[config.mk]
export PLATFORM = sky130hd
export DESIGN_NAME = if_fetch_stage_flat
export DESIGN_NICKNAME = d
export VERILOG_FILES = /design/src/rtl/pipeline_pkg.sv /design/src/rtl/if_fetch_stage_if.sv /design/src/rtl/if_fetch_stage_ifid_reg.sv /design/src/rtl/if_fetch_stage.sv /design/src/flat_wrapper.sv
export SDC_FILE = /design/constraint.sdc
export NUM_CORES = 1
export LEC_CHECK = 0
export ABC_AREA = 1
export CAP_MARGIN = 20
export CORE_MARGIN = 2
export CORE_UTILIZATION = 44
export DETAILED_ROUTE_END_ITERATION = 16
export PLACE_DENSITY = 0.9
export SLEW_MARGIN = 20
export SYNTH_ARGS = -nofsm -noshare
export SYNTH_HDL_FRONTEND = slang
export SYNTH_SLANG_ARGS = --single-unit
[constraint.sdc]
create_clock -name clk -period 3.5 [get_ports clk]
set_clock_uncertainty 0.15 [all_clocks]
set_input_delay 0.525 -clock clk [delete_from_list [all_inputs] [get_ports clk]]
set_output_delay 0.525 -clock clk [all_outputs]
set_load 0.02 [all_outputs]
[src/rtl/pipeline_pkg.sv]
// Shared pipeline definitions: PC-source encodings, NOP word, reset PC, IF/ID payload.
// No logic, no latency.
// No flow control.
package pipeline_pkg;

  localparam logic [31:0] NOP_INSTR        = 32'h0000_0000;
  localparam logic [31:0] DEFAULT_RESET_PC = 32'h0000_0000;

  // Two-bit PCSource from the ID-stage controller; 2'b11 is reserved and acts as sequential
  localparam logic [1:0] PCSRC_SEQ  = 2'b00;
  localparam logic [1:0] PCSRC_JUMP = 2'b01;
  localparam logic [1:0] PCSRC_JR   = 2'b10;

  typedef struct packed {
    logic [31:0] instr;
    logic [31:0] pc_plus4;
    logic        valid;
  } ifid_t;

  localparam ifid_t IFID_BUBBLE = '{instr: NOP_INSTR, pc_plus4: 32'h0, valid: 1'b0};

endpackage

[src/rtl/if_fetch_stage_if.sv]
// Fetch-stage bundle: imem port, hazard/redirect inputs, IF/ID outputs, ID/EX flush.
// No latency of its own.
// stall is the only hold signal; redirects are one-cycle pulses.
interface if_fetch_stage_if;
  logic [31:0] imem_addr;
  logic [31:0] imem_rdata;
  logic        stall;
  logic [1:0]  id_pcsource;
  logic [31:0] id_rs_data;
  logic        ex_branch_taken;
  logic [31:0] ex_branch_target;
  logic [31:0] ifid_instr;
  logic [31:0] ifid_pc_plus4;
  logic        ifid_valid;
  logic        flush_idex;

  modport master (
    output imem_addr, ifid_instr, ifid_pc_plus4, ifid_valid, flush_idex,
    input  imem_rdata, stall, id_pcsource, id_rs_data, ex_branch_taken, ex_branch_target
  );

  modport slave (
    input  imem_addr, ifid_instr, ifid_pc_plus4, ifid_valid, flush_idex,
    output imem_rdata, stall, id_pcsource, id_rs_data, ex_branch_taken, ex_branch_target
  );
endinterface

[src/rtl/if_fetch_stage_ifid_reg.sv]
// IF/ID pipeline register holding instruction, PC+4 and valid.
// 1-cycle latency from i_d to o_q.
// i_hold freezes contents; i_bubble loads a NOP bubble and overrides i_hold.
module ifid_reg
  import pipeline_pkg::*;
(
  input  logic  clk,
  input  logic  rst,
  input  logic  i_hold,
  input  logic  i_bubble,
  input  ifid_t i_d,
  output ifid_t o_q
);

  ifid_t r_q;

  // Bubble beats hold so a redirect can squash a stalled wrong-path instruction
  always_ff @(posedge clk or posedge rst) begin
    if (rst) begin
      r_q <= IFID_BUBBLE;
    end else if (i_bubble) begin
      r_q <= IFID_BUBBLE;
    end else if (!i_hold) begin
      r_q <= i_d;
    end
  end

  assign o_q = r_q;

endmodule

[src/rtl/if_fetch_stage.sv]
// MIPS instruction-fetch stage: PC register, next-PC redirect priority, IF/ID register.
// Fetch-to-ID latency 1 cycle; a branch redirect costs 2 bubbles, a jump 1.
// stall freezes PC and IF/ID unless an EX branch is taken, which always wins.
module if_fetch_stage
  import pipeline_pkg::*;
#(
  parameter logic [31:0] RESET_PC = DEFAULT_RESET_PC
) (
  input  logic              clk,
  input  logic              reset,
  if_fetch_stage_if.master  bus
);

  logic [31:0] r_pc;
  logic [31:0] w_pc_next;
  logic [31:0] w_pc_plus4;
  logic [31:0] w_jump_target;
  logic [31:0] w_jr_target;
  logic [31:0] w_branch_target;
  logic        w_id_jump;
  logic        w_bubble;
  ifid_t       w_ifid_d;
  ifid_t       w_ifid_q;

  assign w_pc_plus4      = r_pc + 32'd4;
  assign w_jump_target   = {w_ifid_q.pc_plus4[31:28], w_ifid_q.instr[25:0], 2'b00};
  assign w_jr_target     = bus.id_rs_data & 32'hFFFF_FFFC;
  assign w_branch_target = bus.ex_branch_target & 32'hFFFF_FFFC;

  // A jump only counts when the instruction decoded in ID is real, never a bubble
  assign w_id_jump = w_ifid_q.valid &&
                     ((bus.id_pcsource == PCSRC_JUMP) || (bus.id_pcsource == PCSRC_JR));

  // Next-PC priority: EX branch, then stall hold, then ID jump, then sequential
  always_comb begin
    w_pc_next = w_pc_plus4;
    if (bus.ex_branch_taken) begin
      w_pc_next = w_branch_target;
    end else if (bus.stall) begin
      w_pc_next = r_pc;
    end else if (w_id_jump) begin
      w_pc_next = (bus.id_pcsource == PCSRC_JR) ? w_jr_target : w_jump_target;
    end
  end

  // PC register; reset restarts fetch at RESET_PC immediately
  always_ff @(posedge clk or posedge reset) begin
    if (reset) begin
      r_pc <= RESET_PC;
    end else begin
      r_pc <= w_pc_next;
    end
  end

  // A jump deferred by a stall must not squash yet, so it only bubbles when not stalled
  assign w_bubble = bus.ex_branch_taken | (~bus.stall & w_id_jump);

  assign w_ifid_d = '{instr: bus.imem_rdata, pc_plus4: w_pc_plus4, valid: 1'b1};

  ifid_reg u_ifid_reg (
    .clk      (clk),
    .rst      (reset),
    .i_hold   (bus.stall),
    .i_bubble (w_bubble),
    .i_d      (w_ifid_d),
    .o_q      (w_ifid_q)
  );

  assign bus.imem_addr     = r_pc;
  assign bus.ifid_instr    = w_ifid_q.instr;
  assign bus.ifid_pc_plus4 = w_ifid_q.pc_plus4;
  assign bus.ifid_valid    = w_ifid_q.valid;
  assign bus.flush_idex    = bus.ex_branch_taken & ~reset;

endmodule

[src/flat_wrapper.sv]
// flat-port wrapper written by rule: the top's interface ports become plain ports
module if_fetch_stage_flat import pipeline_pkg::*;
#(
  parameter logic [31:0] RESET_PC = DEFAULT_RESET_PC
)
  (clk, reset, bus_imem_addr, bus_ifid_instr, bus_ifid_pc_plus4, bus_ifid_valid, bus_flush_idex, bus_imem_rdata, bus_stall, bus_id_pcsource, bus_id_rs_data, bus_ex_branch_taken, bus_ex_branch_target);
  if_fetch_stage_if bus_i ();
  input  logic clk;
  input  logic reset;
  output wire logic [$bits(bus_i.imem_addr)-1:0] bus_imem_addr;
  output wire logic [$bits(bus_i.ifid_instr)-1:0] bus_ifid_instr;
  output wire logic [$bits(bus_i.ifid_pc_plus4)-1:0] bus_ifid_pc_plus4;
  output wire logic [$bits(bus_i.ifid_valid)-1:0] bus_ifid_valid;
  output wire logic [$bits(bus_i.flush_idex)-1:0] bus_flush_idex;
  input wire logic [$bits(bus_i.imem_rdata)-1:0] bus_imem_rdata;
  input wire logic [$bits(bus_i.stall)-1:0] bus_stall;
  input wire logic [$bits(bus_i.id_pcsource)-1:0] bus_id_pcsource;
  input wire logic [$bits(bus_i.id_rs_data)-1:0] bus_id_rs_data;
  input wire logic [$bits(bus_i.ex_branch_taken)-1:0] bus_ex_branch_taken;
  input wire logic [$bits(bus_i.ex_branch_target)-1:0] bus_ex_branch_target;
  assign bus_imem_addr = bus_i.imem_addr;
  assign bus_ifid_instr = bus_i.ifid_instr;
  assign bus_ifid_pc_plus4 = bus_i.ifid_pc_plus4;
  assign bus_ifid_valid = bus_i.ifid_valid;
  assign bus_flush_idex = bus_i.flush_idex;
  assign bus_i.imem_rdata = bus_imem_rdata;
  assign bus_i.stall = bus_stall;
  assign bus_i.id_pcsource = bus_id_pcsource;
  assign bus_i.id_rs_data = bus_id_rs_data;
  assign bus_i.ex_branch_taken = bus_ex_branch_taken;
  assign bus_i.ex_branch_target = bus_ex_branch_target;
  if_fetch_stage #(.RESET_PC(RESET_PC)) u_core (.clk(clk), .reset(reset), .bus(bus_i));
endmodule
==> results of run 1 <==
worst reg2reg max path: stages, from the launching register on:
cell       delay [ns]
dfrtp_1          0.39
inv_1            0.12
nor2_4           0.05
nor2_4           0.65
buf_4            0.40
nand3_1          0.15
o2111ai_1        0.10
cells in the mapped netlist:
cell,number,area share (%)
nand2_1,243,18
dfrtp_1,93,45
inv_1,61,4.4
nand3_1,46,4.5
o21ai_0,34,3.3
nor2_1,32,2.3
a21oi_1,31,3.0
a22o_1,30,5.1
buf_2,15,1.5
clkbuf_1,14,1.0
o21ai_1,12,1.2
xor2_1,9,1.5
nor2_4,7,1.5
nand2_2,6,0.73
nor2_2,6,0.73
buf_4,4,0.58
nand3_2,4,0.78
a31oi_1,3,0.36
inv_2,3,0.22
nand4_1,3,0.36
o21bai_1,3,0.44
a221oi_1,2,0.34
ha_1,2,0.49
mux2i_1,2,0.39
nand2_4,2,0.44
o2111ai_1,2,0.34
o211ai_1,2,0.29
or2_2,2,0.24
buf_1,1,0.073
conb_1,1,0.073
nor2_8,1,0.39
o21ai_2,1,0.17
o22ai_1,1,0.12
xnor2_1,1,0.17
worst max-delay path by stage:
stage | startpoint | end | slack [ns] | cells past startpoint
6_report | bus_ex_branch_taken | bus_flush_idex | 0.81 | 4
5_1_grt | bus_id_pcsource[0] | u_core.u_ifid_reg.o_q[15]$_DFFE_PP0P_ | 0.70 | 7
4_1_cts | bus_ex_branch_taken | bus_flush_idex | 0.81 | 4
3_5_place_dp | bus_id_pcsource[0] | u_core.bus.imem_addr[4]$_DFFE_PP0P_ | 0.54 | 8
3_3_place_gp | bus_id_pcsource[0] | u_core.bus.imem_addr[5]$_DFFE_PP0P_ | 0.57 | 8
2_1_floorplan | reset | u_core.bus.imem_addr[10]$_DFFE_PP0P_ | 0.40 | 1
flip-flops by register name, indices dropped and copies added, names as in the netlist:
| signal | flops |
|---|---|
| u_core.bus.imem_addr | 30 |
| u_core.u_ifid_reg.o_q | 63 |
metal layers:
layer	up-vias	track usage, %	part of all wire [%]
met5	-	0	0
met3	34	4.64	8.3
met1	2501	36.0	42
met2	269	44.1	47
met4	0	8.94	2.3
li1	2555	-	-
cells by family (layout without fill, tap and decap cells):
| logic type | after synthesis | in the layout | share of synthesized area, % |
|---|---|---|---|
| buf+inv | 98 | 283 | 7.80 |
| fa+ha+maj | 2 | 2 | 0.486 |
| compound gates | 121 | 121 | 14.7 |
| mux | 2 | 2 | 0.389 |
| other cells | 1 | 4 | 0.0728 |
| xor+xnor | 10 | 10 | 1.70 |
| flops | 93 | 93 | 45.2 |
| simple gates | 352 | 352 | 29.7 |
metrics by stage:
| step | util (%) | hold WS (ns) | total power [mW] | instances | area (um^2) |
|---|---|---|---|---|---|
| after floorplan | - | 0.439 | 1.68 | 682 | 5160 |
| after global placement | 63.0 | 0.316 | 2.08 | 994 | 7200 |
| after detailed placement | 63.0 | 0.318 | 2.09 | 994 | 7200 |
| after CTS | 65.4 | 0.335 | 3.00 | 1010 | 7470 |
| after global routing | 65.4 | 0.354 | 3.13 | 1010 | 7470 |
| final | 65.4 | 0.332 | 2.99 | 1010 | 7470 |
cell type report:
| cell class | instances | share of cell area [%] |
|---|---|---|
| inverters | 64 | 3.25 |
| clock buffers | 9 | 3.01 |
| clock inverters | 7 | 0.670 |
| flip-flops and latches | 93 | 31.2 |
| repair buffers | 203 | 26.8 |
| multi-input cells | 491 | 32.7 |
| well taps | 143 | 2.39 |
power by group through the flow:
stage	Sequential [mW]	Combinational [mW]	Clock, mW
floorplan	1.38	0.300	0
global placement	1.29	0.790	0
detailed placement	1.29	0.803	0
CTS	1.27	0.807	0.925
global route	1.28	0.873	0.968
finish	1.27	0.804	0.916
==> metrics, run 1 <==
run status=complete, no violations; Filler cells=979; Routed WL per cell=16.4 um; Cell Int Power=2.02 mW; DR pass1 iterations=5; Worst path slowest cell=clkdlybuf4s50_1; post-cts sizing count=0; dpl hpwl=12,000 um; Sink Count=93; initial core utilization=45.1%; hold path depth=2; Netlist cell types=34; final setup fails=0; CTS clk-pin slew, worst paths=0.07 ns; worst vdd ir=0.214 mV; multi-input logic area=2440 um^2; Rel. slew slack=44.9%; Syn Area/Cell=7.58 um^2; critical path's top delay family=buffers and inverters; worst r2r path cells=6; deepest clock path buffer count=2; Total GRT Usage=26.7%; combinational power share=26.9%; layout cells sized above 1=7.15%; commonest non-fill, non-tap cell in the layout=nand2_1; Clock Tree Root=clkbuf_16; Pleak=3.49 nW; switching pwr=0.973 mW; critical path's most frequent cell=clkdlybuf4s50_1; worst skew pair latency=0.34 ns; hold_buf cts=0; Crit path required time=2.82 ns; Antenna diodes=0; DRT iter0 DRCs=446; CP Max Fanout=7; R2R Path End=u_core.bus.imem_addr[4]$_DFFE_PP0P_; fmax=0.371 GHz; startpoint types=input pin; pin slew with the least headroom to its limit=0.825 ns; CTS tree=yes; H-tree levels=3; Slew Viols, Final=0; die width=112 um; largest net degree at the start of global routing=75; drt drc=0; yosys warns=0; final-report hold violation count=0; CP Class=input pin to output pin; crit path cell chain=clkdlybuf4s50_1 -> inv_1 -> nor2_1 -> clkdlybuf4s50_1; gpl congestion=0.918; Setup Total Neg Slack=0 ns; I/O pins=200; final setup slack of the worst path=0.806 ns; R2R setup slack=1.41 ns; sequential area share after synthesis=45.2%; GRT overflow=0; #FFs+latches synth=93; CP Capture Type=output pin; vias in the first global route=5,271; Final min period=2.69 ns; post-CTS setup buffers=0; crit path buf inv count=3; HP Start=u_core.u_ifid_reg.o_q[13]$_DFFE_PP0P_; Final #Nets=966; Arr. time, crit path=2.02 ns; synthesized instance count=679; Sw Share=32.5%; flip-flop and latch area=2330 um^2; area grow syn2layout=45.1%; post-route ant nets=0; via count=5,359; global-route wire length before repair=26,900 um; core footprint=11,400 um^2; DRT Wirelength=16,600 um; port bufs=191; initial antenna violation count=0; mapped cell area=5150 um^2; Die ar.=12,600 um^2; total CTS buffers=9; max-cap violations=0; CP max stage delay=0.61 ns; Min-Delay Endpoint=u_core.u_ifid_reg.o_q[13]$_DFFE_PP0P_; sequential share of power=42.5%; pre-CTS setup slack=0.543 ns; Vias/cell=5.31; die height=112 um; reg-to-reg critical path startpoint=u_core.u_ifid_reg.o_q[0]$_DFFE_PP0P_; fin crit share=77.0%; RSZ-0062 raised after global routing=no; HP Class=register to register; commonest non-fill, non-tap cells in the layout=243 x nand2_1, 191 x clkdlybuf4s50_1, 93 x dfrtp_1, 60 x inv_1, 46 x nand3_1; Clock power frac=30.6%; P per Cell Area=400 nW/um^2; row count=39
Power figures use the tool's default switching activity.
==> inputs of run 2 (changes only) <==
Settings changed: CORE_UTILIZATION 44 to 40, PLACE_DENSITY 0.9 to 0.86.
Clock period 3.5 ns to 2.43 ns, I/O delays scaled along.
==> metrics, run 2 (synthesis results as in run 1) <==
CTS clk-pin slew, worst paths=0.06 ns (about the same); via count=5,443 (+1.6%); die width=117 um (+4.7%); largest net degree at the start of global routing=94 (+25%); Antenna diodes=0 (unchanged); DRT iter0 DRCs=478 (+7.2%); worst skew pair latency=0.35 ns (about the same); post-route insts no fill=1,048 (+3.8%); final setup slack of the worst path=0.144 ns (-0.662 ns); gpl congestion=0.944 (+2.9%); post-CTS setup buffers=0 (unchanged); Final #Nets=975 (+0.93%); CP max stage delay=0.60 ns (about the same); Total GRT Usage=26.3% (-0.37 points); pre-CTS setup slack=-0.245 ns (-0.788 ns); run status=complete, no violations; Worst path slowest cell=clkdlybuf4s50_1; max-cap violations=0 (unchanged); fin crit share=94.1%; port bufs=191 (unchanged); DRT Wirelength=17,800 um (+7.0%); fmax=0.437 GHz; initial antenna violation count=0 (unchanged); Die ar.=13,800 um^2 (+9.6%); CP Class=input pin to output pin; P per Cell Area=608 nW/um^2 (+52%); placed cells=1,032 (+3.8%); Arr. time, crit path=1.77 ns (-0.25 ns); CTS tree=yes; DR pass1 iterations=5 (unchanged); Filler cells=1,132 (+16%); post-route ant nets=0 (unchanged); max reg flops=63 (unchanged); Slew Viols, Final=0 (unchanged); I/O pins=200 (unchanged); total CTS buffers=9 (unchanged); commonest non-fill, non-tap cell in the layout=nand2_1; deepest clock path buffer count=2 (unchanged); HP Class=register to register; CP Capture Type=output pin; final-report hold violation count=0 (unchanged); commonest non-fill, non-tap cells in the layout=243 x nand2_1, 191 x clkdlybuf4s50_1, 93 x dfrtp_1, 60 x inv_1, 46 x nand3_1; vias in the first global route=5,474 (+3.9%); H-tree levels=3 (unchanged); worst vdd ir=0.364 mV (+70%); startpoint types=input pin; Final min period=2.29 ns; dpl hpwl=13,000 um (+7.9%); CP Max Fanout=4 (-3); met3 Use GR=4.99% (+0.35 points); critical path's top delay family=buffers and inverters; post-cts sizing count=0 (unchanged); met2 GRT Util=44.2% (+0.096 points); Routed WL per cell=17.0 um (+3.1%); Sink Count=93 (unchanged); Clock Tree Root=clkbuf_16; global-route wire length before repair=28,700 um (+6.5%); Pleak=3.59 nW (+2.9%); crit path cell chain=clkdlybuf4s50_1 -> inv_1 -> nor2_1 -> clkdlybuf4s50_1; core footprint=12,600 um^2 (+11%); pin slew with the least headroom to its limit=0.741 ns (-0.0840 ns); drt drc=0 (unchanged); RSZ-0062 raised after global routing=no; hold_buf cts=0 (unchanged); final setup fails=0 (unchanged); grt peak-use layer=met2; initial core utilization=40.8% (-4.3 points); layout cells sized above 1=7.99% (+0.84 points); GRT overflow=0 (unchanged); Crit path required time=1.92 ns (-0.90 ns); die height=117 um (+4.7%); Vias/cell=5.19 (-2.1%); crit path buf inv count=3 (unchanged); Rel. slew slack=50.5% (+5.6 points); critical path's most frequent cell=clkdlybuf4s50_1; row count=41 (+5.1%); area grow syn2layout=49.5%; met1 usage=33.3% (-2.7 points)
## run 2: cell types whose count changed in the layout (fill, tap and decap cells not counted)
cell	before	now
buf_12	0	4
clkbuf_8	0	1
inv_4	1	0
clkinv_2	2	0
buf_4	12	17
clkbuf_1	0	1
clkinvlp_4	3	1
bufinv_16	0	3
inv_6	1	0
clkinv_4	1	2
## run 2: stage by stage
| stage | area (um^2) | power [mW] | hold slack, ns | utilization, % | TNS (ns) |
|---|---|---|---|---|---|
| 4_1_cts | 7700 | 4.71 | 0.340 | 61.0 | 0 |
| 6_report | 7700 | 4.68 | 0.339 | 61.0 | 0 |
| 3_5_place_dp | 7350 | 3.05 | 0.322 | 58.2 | -2.51 |
| 5_1_grt | 7700 | 4.88 | 0.356 | 61.0 | 0 |
| 2_1_floorplan | 5160 | 2.41 | 0.335 | - | 0 |
| 3_3_place_gp | 7350 | 3.02 | 0.316 | 58.2 | -2.39 |
## run 2: final cells by class
class	instances	area [um^2]	share of cell area, %
Multi-Input combinational cell	491	2440	31.7
Sequential cell	93	2330	30.2
Timing Repair Buffer	212	2120	27.5
Inverter	64	244	3.17
Clock buffer	11	243	3.15
Tap cell	172	215	2.79
Clock inverter	5	108	1.40
## run 2: report_power, final
group / total, mW / leakage [nW] / switching, mW / internal [mW]
clock: 1.66 / 0.170 / 0.620 / 1.04
combinational: 1.19 / 2.21 / 0.638 / 0.552
sequential: 1.84 / 1.21 / 0.159 / 1.68
total: 4.68 / 3.59 / 1.42 / 3.27
## run 2: tightest hold or removal path: cells and delay by family (launching register included)
family | cells | cell delay [ns]
AND/OR/NAND/NOR | 2 | 0.11
flip-flops | 1 | 0.34
## run 2: layer usage
metal	routed length (um)	vias to the layer above	part of all wire (%)
li1	-	2583	-
met1	7330	2546	41
met2	8490	271	48
met3	1360	43	7.7
met4	588	0	3.3
met5	0	-	0
## run 2: worst paths after layout
check | end | cells after the start | slack [ns] | start
max | bus_flush_idex | 4 | 0.14 | bus_ex_branch_taken
min | u_core.u_ifid_reg.o_q[14]$_DFFE_PP0P_ | 2 | 0.34 | u_core.u_ifid_reg.o_q[14]$_DFFE_PP0P_
max reg2reg | u_core.u_ifid_reg.o_q[8]$_DFFE_PP0P_ | 5 | 0.47 | u_core.u_ifid_reg.o_q[0]$_DFFE_PP0P_
min reg2reg | u_core.u_ifid_reg.o_q[14]$_DFFE_PP0P_ | 2 | 0.34 | u_core.u_ifid_reg.o_q[14]$_DFFE_PP0P_
max in group asynchronous | u_core.u_ifid_reg.o_q[14]$_DFFE_PP0P_ | 3 | 1.34 | reset
min in group asynchronous | u_core.u_ifid_reg.o_q[59]$_DFFE_PP0P_ | 3 | 0.39 | reset
==> inputs of run 3 (changes only) <==
Settings changed: CELL_PAD_IN_SITES_DETAIL_PLACEMENT from default to 1, CELL_PAD_IN_SITES_GLOBAL_PLACEMENT from default to 2, CORE_UTILIZATION 40 to 21, PLACE_DENSITY 0.86 to 0.84.
==> metrics, run 3 (synthesis results as in run 1) <==
GRT overflow=0 (unchanged); CTS tree=yes; deepest clock path buffer count=2 (unchanged); Clock Tree Root=clkbuf_16; pin slew with the least headroom to its limit=0.611 ns (-0.130 ns); post-CTS setup buffers=0 (unchanged); die width=161 um (+37%); HP Start=u_core.u_ifid_reg.o_q[3]$_DFFE_PP0P_; Arr. time, crit path=1.74 ns (-0.03 ns); gpl congestion=0.816 (-14%); Filler cells=2,899 (+160%); CP Class=input pin to output pin; Rel. slew slack=59.2% (+8.8 points); final setup fails=0 (unchanged); Vias/cell=4.40 (-15%); post-cts sizing count=0 (unchanged); total CTS buffers=9 (unchanged); Sink Count=93 (unchanged); max reg flops=63 (unchanged); H-tree levels=3 (unchanged); fmax=0.443 GHz (+1.2%); total power=4.55 mW (-2.9%); post-route ant nets=0 (unchanged); Setup Total Neg Slack=0 ns (unchanged); DRT Wirelength=21,500 um (+21%); multi-input logic area=2440 um^2 (unchanged); core footprint=24,200 um^2 (+92%); RSZ-0062 raised after global routing=no; area grow syn2layout=53.8%; die height=161 um (+37%); initial core utilization=21.3% (-20 points); largest net degree at the start of global routing=94 (unchanged); dpl hpwl=16,300 um (+26%); port bufs=191 (unchanged); CTS clk-pin slew, worst paths=0.07 ns (about the same); Final #Nets=982 (+0.72%); Routed WL per cell=17.9 um (+5.3%); Crit path required time=1.92 ns (about the same); CP Capture Type=output pin; Slew Viols, Final=0 (unchanged); via count=5,308 (-2.5%); worst vdd ir=0.259 mV (-29%); initial antenna violation count=2 (+2); CP Launch Point=bus_ex_branch_taken; Final min period=2.26 ns (-0.0266 ns); startpoint types=input pin; Total GRT Usage=16.8% (-9.5 points); row count=57 (+39%); DRT iter0 DRCs=256 (-46%); commonest non-fill, non-tap cells in the layout=243 x nand2_1, 191 x clkdlybuf4s50_1, 93 x dfrtp_1, 60 x inv_1, 46 x nand3_1; final-report hold violation count=0 (unchanged); run status=complete, no violations; P per Cell Area=575 nW/um^2 (-5.5%); reg-to-reg critical path startpoint=u_core.bus.imem_addr[17]$_DFFE_PP0P_; layout cells sized above 1=8.73% (+0.74 points); CP Max Fanout=3 (-1); max-cap violations=0 (unchanged); Die ar.=25,800 um^2 (+87%); fin crit share=93.0% (-1.1 points); Pleak=3.61 nW (+0.48%); flip-flop and latch area=2330 um^2 (unchanged); commonest non-fill, non-tap cell in the layout=nand2_1; drt drc=0 (unchanged); worst skew pair latency=0.35 ns (about the same); vias in the first global route=5,665 (+3.5%); hold_buf cts=0 (unchanged); global-route wire length before repair=33,100 um (+15%); I/O pins=200 (unchanged); DR pass1 iterations=4 (-1); HP Class=register to register
[run 3: changes by cell type in the layout (fill, tap and decap cells not counted), sizes merged]
| cell | before | now |
|---|---|---|
| buf | 21 | 28 |
| bufinv | 3 | 1 |
| clkbuf | 11 | 10 |
| clkinvlp | 1 | 2 |
| diode | 0 | 1 |
| inv | 63 | 64 |
[run 3: stage by stage]
stage                     setup slack, ns  area, um^2  hold WS, ns  cells  util (%)
after floorplan                     0.700        5160        0.335    682         -
after global placement             0.0835        7620        0.314   1191      31.5
after detailed placement           0.0672        7620        0.316   1191      31.5
after CTS                           0.169        7920        0.337   1206      32.7
after global routing                0.150        7920        0.357   1207      32.8
final                               0.171        7920        0.332   1207      32.8
[run 3: layout make-up]
class                           instances  share of cell area, %
Tap cell                              324                   5.12
Multi-Input combinational cell        491                   30.9
Sequential cell                        93                   29.4
Antenna cell                            1                 0.0316
Clock buffer                           10                   3.02
Clock inverter                          5                  0.758
Inverter                               64                   3.08
Timing Repair Buffer                  219                   27.7
[run 3: worst max-delay path, cell delays in order]
cell,delay (ns)
clkdlybuf4s50_1,0.58
inv_1,0.10
nor2_1,0.09
clkdlybuf4s50_1,0.60
[run 3: path summary, 6_finish.rpt]
path | depth (start not counted) | slack [ns] | endpoint
max reg2reg | 9 | 0.44 | u_core.bus.imem_addr[26]$_DFFE_PP0P_
min in group asynchronous | 3 | 0.35 | u_core.u_ifid_reg.o_q[59]$_DFFE_PP0P_
min | 2 | 0.33 | u_core.u_ifid_reg.o_q[3]$_DFFE_PP0P_
min reg2reg | 2 | 0.33 | u_core.u_ifid_reg.o_q[3]$_DFFE_PP0P_
max in group asynchronous | 3 | 1.24 | u_core.u_ifid_reg.o_q[13]$_DFFE_PP0P_
max | 4 | 0.17 | bus_flush_idex
[run 3: routing by layer]
layer | vias up | global-route usage (%) | routed length (um) | part of all wire, %
met5 | - | 0 | 13 | 0.060
met4 | 2 | 4.63 | 414 | 1.9
met3 | 22 | 4.47 | 1340 | 6.2
met2 | 142 | 28.1 | 10200 | 47
met1 | 2554 | 21.4 | 9590 | 44
li1 | 2588 | - | - | -
[run 3: power breakdown]
part	leakage (nW)	internal, mW	switching (mW)
Sequential	1.21	1.68	0.155
Combinational	2.25	0.567	0.666
Clock	0.145	0.825	0.659
Total	3.61	3.07	1.48
